[src/rtl/stage_sequencer.sv]
// Multicycle fetch/decode/exec/mem/wb control FSM with PC steering, write-enable and retire count.
// Latency: NOP/HALT 2, JUMP/BRANCH/ALU 3, ALU-WB 4, STORE 4, LOAD 5 cycles plus memory waits.
// Backpressure: stalls in FETCH/MEM until MEM_READY; MEM_TIMEOUT consecutive misses set ERR and halt.
module stage_sequencer #(
    parameter int MEM_TIMEOUT = 8
) (
    input  logic        CLK,
    input  logic        RST,
    input  logic [4:0]  OPCD_IN,
    input  logic        OPT_BIT_IN,
    input  logic        COND_IN,
    input  logic        MEM_READY,
    output logic        EN_FETCH,
    output logic        EN_DECODE,
    output logic        EN_EXEC,
    output logic        EN_MEM,
    output logic        EN_WB,
    output logic        PC_WR,
    output logic        PC_SRC,
    output logic        REG_WE,
    output logic        RETIRE,
    output logic [15:0] INSTR_CNT,
    output logic        ERR,
    output logic [2:0]  ESTADO
);

    localparam logic [4:0] OP_NOP    = 5'd0;
    localparam logic [4:0] OP_LOAD   = 5'd20;
    localparam logic [4:0] OP_STORE  = 5'd21;
    localparam logic [4:0] OP_JUMP   = 5'd22;
    localparam logic [4:0] OP_BRANCH = 5'd23;
    localparam logic [4:0] OP_HALT   = 5'd31;

    localparam logic [7:0] WAIT_LAST = 8'(MEM_TIMEOUT - 1);

    typedef enum logic [2:0] {
        S_IDLE   = 3'd0,
        S_FETCH  = 3'd1,
        S_DECODE = 3'd2,
        S_EXEC   = 3'd3,
        S_MEM    = 3'd4,
        S_WB     = 3'd5,
        S_HALT   = 3'd6
    } state_t;

    state_t      state_q, state_d;
    logic [4:0]  op_q;
    logic        opt_q;
    logic [7:0]  wait_q;
    logic [15:0] cnt_q;
    logic        err_q;

    logic        latch;
    logic        timeout;
    logic        taken;

    always_comb begin
        state_d   = state_q;
        EN_FETCH  = 1'b0;
        EN_DECODE = 1'b0;
        EN_EXEC   = 1'b0;
        EN_MEM    = 1'b0;
        EN_WB     = 1'b0;
        PC_WR     = 1'b0;
        PC_SRC    = 1'b0;
        REG_WE    = 1'b0;
        RETIRE    = 1'b0;
        latch     = 1'b0;
        timeout   = 1'b0;
        taken     = (op_q == OP_JUMP) || ((op_q == OP_BRANCH) && COND_IN);

        case (state_q)
            S_IDLE: state_d = S_FETCH;
            S_FETCH: begin
                EN_FETCH = 1'b1;
                if (MEM_READY) begin
                    latch   = 1'b1;
                    PC_WR   = 1'b1;
                    state_d = S_DECODE;
                end else if (wait_q == WAIT_LAST) begin
                    timeout = 1'b1;
                    state_d = S_HALT;
                end
            end
            S_DECODE: begin
                EN_DECODE = 1'b1;
                if (op_q == OP_NOP) begin
                    RETIRE  = 1'b1;
                    state_d = S_FETCH;
                end else if (op_q == OP_HALT) begin
                    RETIRE  = 1'b1;
                    state_d = S_HALT;
                end else begin
                    state_d = S_EXEC;
                end
            end
            S_EXEC: begin
                EN_EXEC = 1'b1;
                PC_WR   = taken;
                PC_SRC  = taken;
                if ((op_q == OP_JUMP) || (op_q == OP_BRANCH)) begin
                    RETIRE  = 1'b1;
                    state_d = S_FETCH;
                end else if ((op_q == OP_LOAD) || (op_q == OP_STORE)) begin
                    state_d = S_MEM;
                end else if (opt_q) begin
                    state_d = S_WB;
                end else begin
                    RETIRE  = 1'b1;
                    state_d = S_FETCH;
                end
            end
            S_MEM: begin
                EN_MEM = 1'b1;
                if (MEM_READY) begin
                    if (op_q == OP_LOAD) begin
                        state_d = S_WB;
                    end else begin
                        RETIRE  = 1'b1;
                        state_d = S_FETCH;
                    end
                end else if (wait_q == WAIT_LAST) begin
                    timeout = 1'b1;
                    state_d = S_HALT;
                end
            end
            S_WB: begin
                EN_WB   = 1'b1;
                REG_WE  = 1'b1;
                RETIRE  = 1'b1;
                state_d = S_FETCH;
            end
            S_HALT: state_d = S_HALT;
            default: state_d = S_IDLE;
        endcase
    end

    // Wait counter only runs while stalled; any other cycle leaves it at zero,
    // so it is already clear on every entry to FETCH or MEM.
    always_ff @(posedge CLK or negedge RST) begin
        if (!RST) begin
            state_q <= S_IDLE;
            op_q    <= 5'd0;
            opt_q   <= 1'b0;
            wait_q  <= 8'd0;
            cnt_q   <= 16'd0;
            err_q   <= 1'b0;
        end else begin
            state_q <= state_d;
            if (latch) begin
                op_q  <= OPCD_IN;
                opt_q <= OPT_BIT_IN;
            end
            if (((state_q == S_FETCH) || (state_q == S_MEM)) && !MEM_READY) begin
                wait_q <= wait_q + 8'd1;
            end else begin
                wait_q <= 8'd0;
            end
            if (timeout) begin
                err_q <= 1'b1;
            end
            if (RETIRE) begin
                cnt_q <= cnt_q + 16'd1;
            end
        end
    end

    assign INSTR_CNT = cnt_q;
    assign ERR       = err_q;
    assign ESTADO    = state_q;

endmodule

[config.mk]
export PLATFORM = sky130hd
export DESIGN_NAME = stage_sequencer
export DESIGN_NICKNAME = d
export VERILOG_FILES = /design/src/rtl/stage_sequencer.sv
export SDC_FILE = /design/constraint.sdc
export NUM_CORES = 1
export LEC_CHECK = 0
export ABC_AREA = 1
export CAP_MARGIN = 40
export CORE_ASPECT_RATIO = 0.6
export CORE_UTILIZATION = 40
export DETAILED_ROUTE_END_ITERATION = 16
export SLEW_MARGIN = 20
export SYNTH_ARGS = -nofsm -noshare
export SYNTH_HDL_FRONTEND = slang
export SYNTH_SLANG_ARGS = --single-unit
[constraint.sdc]
create_clock -name CLK -period 1.7 [get_ports CLK]
set_input_delay 0.425 -clock CLK [delete_from_list [all_inputs] [get_ports CLK]]
set_output_delay 0.425 -clock CLK [all_outputs]
set_load 0.01 [all_outputs]
==> out/qor.yml <==
run_status:
  status: "complete, but fails checks"
  violations: "setup timing"
global_route:
  grt_max_degree: 35
  grtUsageTotal: 0.224
  grt_pass1_vias: 1910
  overflow: 0
  met1_usage: 0.340
  antenna_found_initial: 0
  grtUsageMet2: 0.322
  grt_pass1_wl_mm: 9.23
  grt_use_met3: 0.0533
  busiest_layer: "met1"
synthesis:
  avgSynthCellArea_um2: 7.23
  yosysTopAreaCellShare: 0.420
  async_flop_share: 1.00
  synth_common_cells: "nand2_1, dfrtp_1, nor2_1"
  yosysMostFrequentCell: "nand2_1"
  ys_warn_count: 0
  netlist_area_mm2: 0.00202
  synth_top_area_cell: "dfrtp_1"
  synth_area_leaders: "dfrtp_1, nand2_1, o21ai_0, nor2_1, inv_1"
  syn_inst: 280
  ys_ff_latch: 34
  synth_nets: 292
  synth_edf_count: 0
  synth_ff_type: "dfrtp_1"
  synth-seq-area-share: 0.420
  yosysUniqueCellTypes: 25
setup_path:
  crit_family: "simple AND/OR/NAND/NOR gates"
  worstPathCellList: "nor2_1, nand2_1, nand3_2, nand2_2, nor2_4, inv_4, buf_6"
  rr_worst_depth: 12
  critPathLaunchType: "flip-flop"
  path_max_fanout: 3
  critical_path_class: "reg2out"
  crit_path_end_kind: "output port"
  timing.critical_path.slowest_cell_delay_ns: 0.40
  rrSetupSlack_ns: -0.04
  cp.arrival_ns: 1.45
  critPathRequiredTime_ns: 1.27
  critPathBufInv: 2
  crit_path_top_delay_cell: "dfrtp_1"
  r2r_start: "op_q[0]$_DFFE_PN0P_"
  reg2reg_to: "ESTADO[2]$_DFF_PN0_"
clock_network:
  clk_latency_ns: 0.29
  clockBufferDepth: 2
  clk_pin_slew_ns: 0.07
  htreeDepth: 2
  cts_buffers: 5
  clkSinkCount: 34
  cts-root-buf: "clkbuf_8"
  cts_tree: "yes"
drt:
  vias: 2130
  ant_nets: 0
  vias_per_cell: 4.79
  drc: 0
  dr.pass1.iters: 4
  drt_iter0_drc: 117
  wire_per_inst_um: 12.3
  totalWireLength_mm: 5.47
pwr:
  irDropWorstVdd_uv: 715
  leakage_uw: 0.00159
  power_density_mw_per_mm2: 1420
die:
  die_w_um: 93.8
  core_mm2: 0.00471
  ioPinCount: 39
  initial_utilization: 0.430
  rows: 19
  die-area_mm2: 0.00536
  fp.dieH_um: 57.1
layout:
  diodes: 0
  finalNonFillerCells: 445
  drive_above_1_share: 0.306
  nNetsFinal: 393
  synthToLayoutAreaGrowth_pct: 56.0
sta:
  period_share: 1.10
  hold_viol_final: 0
  hold_slack_ns: 0.472
  timing.fmax_ghz: 0.535
  skew_ns: 0.00738
  setup_slack_ns: -0.170
  tightest_slew_ns: 0.358
  fin_crit_ns: 1.87
  rsz0062_at_grt: "yes"
  setup_violations: 8
  finalMaxSlewViolations: 0
  timing.slew.headroom: 0.759
flow_run:
  cap_violations: 0
worst_hold_path:
  min_from: "ERR$_DFFE_PN0P_"
  whs_path_depth: 1
  worstHoldPathType: "reg2reg"
  hold_path_end: "ERR$_DFFE_PN0P_"
place:
  routabilityCongestion: 0.825
  dp_hpwl_mm: 3.66
  placed_cells: 404
  portBuffers: 38
[repair_timing]
action / 4_1_cts / 5_1_grt
setup endpoints to repair: 25 / 33
hold buffers: 0 / 0
resized for setup: 75 / 30
buffers inserted: 31 / 5
hold endpoints to repair: 0 / 0
pin swaps: 15 / 10
[how the worst max path moves through the flow]
stage / start / end / cells after the start / slack [ns]
final: op_q[0]$_DFFE_PN0P_ / RETIRE / 7 / -0.17
after global routing: op_q[2]$_DFFE_PN0P_ / RETIRE / 8 / -0.25
after CTS: op_q[2]$_DFFE_PN0P_ / RETIRE / 8 / -0.19
after detailed placement: MEM_READY / PC_WR / 6 / -0.59
after global placement: MEM_READY / PC_WR / 6 / -0.57
after floorplan: ESTADO[2]$_DFF_PN0_ / RETIRE / 7 / -0.0006
[cell usage in the layout, fill, tap and decap left out]
master            n
nor2_1           28
nor2_4            5
clkbuf_8          6
clkbuf_1          1
xor2_1            3
dlygate4sd2_1     4
nand3_1          14
clkdlybuf4s15_1   1
a21oi_1           7
nand2_2           9
inv_2             2
clkdlybuf4s15_2   1
dlymetal6s2s_1    4
dfrtp_1          26
dfrtp_2           8
o21ai_1           5
nor3_1            4
nor2_2            2
nand2_4           2
o31ai_1           1
nor3b_1           2
nand3_4           1
nand3_2           3
buf_6            22
nor3_4            2
clkdlybuf4s50_1  19
clkinv_2          1
inv_8             1
xnor2_1           4
o21ai_0          25
inv_4             3
ha_1              2
nand4_1           5
buf_12            2
inv_1            22
a31o_2            1
buf_4            42
nand2_1          88
buf_2             4
[final cells by class]
class	instances	area [um^2]
Timing Repair Buffer	99	920
Inverter	28	120
Tap cell	63	78.8
Sequential cell	34	861
Clock buffer	7	86.3
Clock inverter	1	5.00
Fill cell	419	1550
Multi-Input combinational cell	213	1090
[cell families after synthesis]
| group | Yosys count | synth area share |
|---|---|---|
| DFF | 34 | 0.420 |
| xor gates and xnor gates | 7 | 0.0303 |
| AOI/OAI and AO/OA | 39 | 0.0995 |
| buffers and inverters | 33 | 0.0698 |
| adders and majority gates | 2 | 0.0124 |
| and+or+nand+nor | 165 | 0.368 |
[metrics by stage]
step	setup TNS [ns]	worst slack, ns	power, uW	area [um^2]	utilization
final	-0.538	-0.170	4470	3160	0.671
after global routing	-2.33	-0.252	4790	3160	0.671
after CTS	-0.626	-0.194	4300	3060	0.650
after detailed placement	-3.55	-0.588	3290	2690	0.572
after global placement	-2.82	-0.575	3290	2690	0.572
after floorplan	-0.000616	-0.000616	2280	2030	-
[registers in the layout (all words and copies together), names as in the netlist]
register   count
ERR            1
ESTADO         3
INSTR_CNT     16
op_q           5
opt_q          1
wait_q         8
[power breakdown]
group | total [uW] | switching (uW) | internal [uW]
Sequential | 1170 | 172 | 995
Combinational | 2680 | 1330 | 1350
Clock | 626 | 299 | 327
Total | 4470 | 1800 | 2670
[per-layer routing]
metal  up-vias  part of all wire
li1       1097                 -
met1       966              0.51
met5         -                 0
met4         0             0.010
met3         8             0.056
met2        59              0.42
Note: power is estimated with default switching activity, not from simulation.
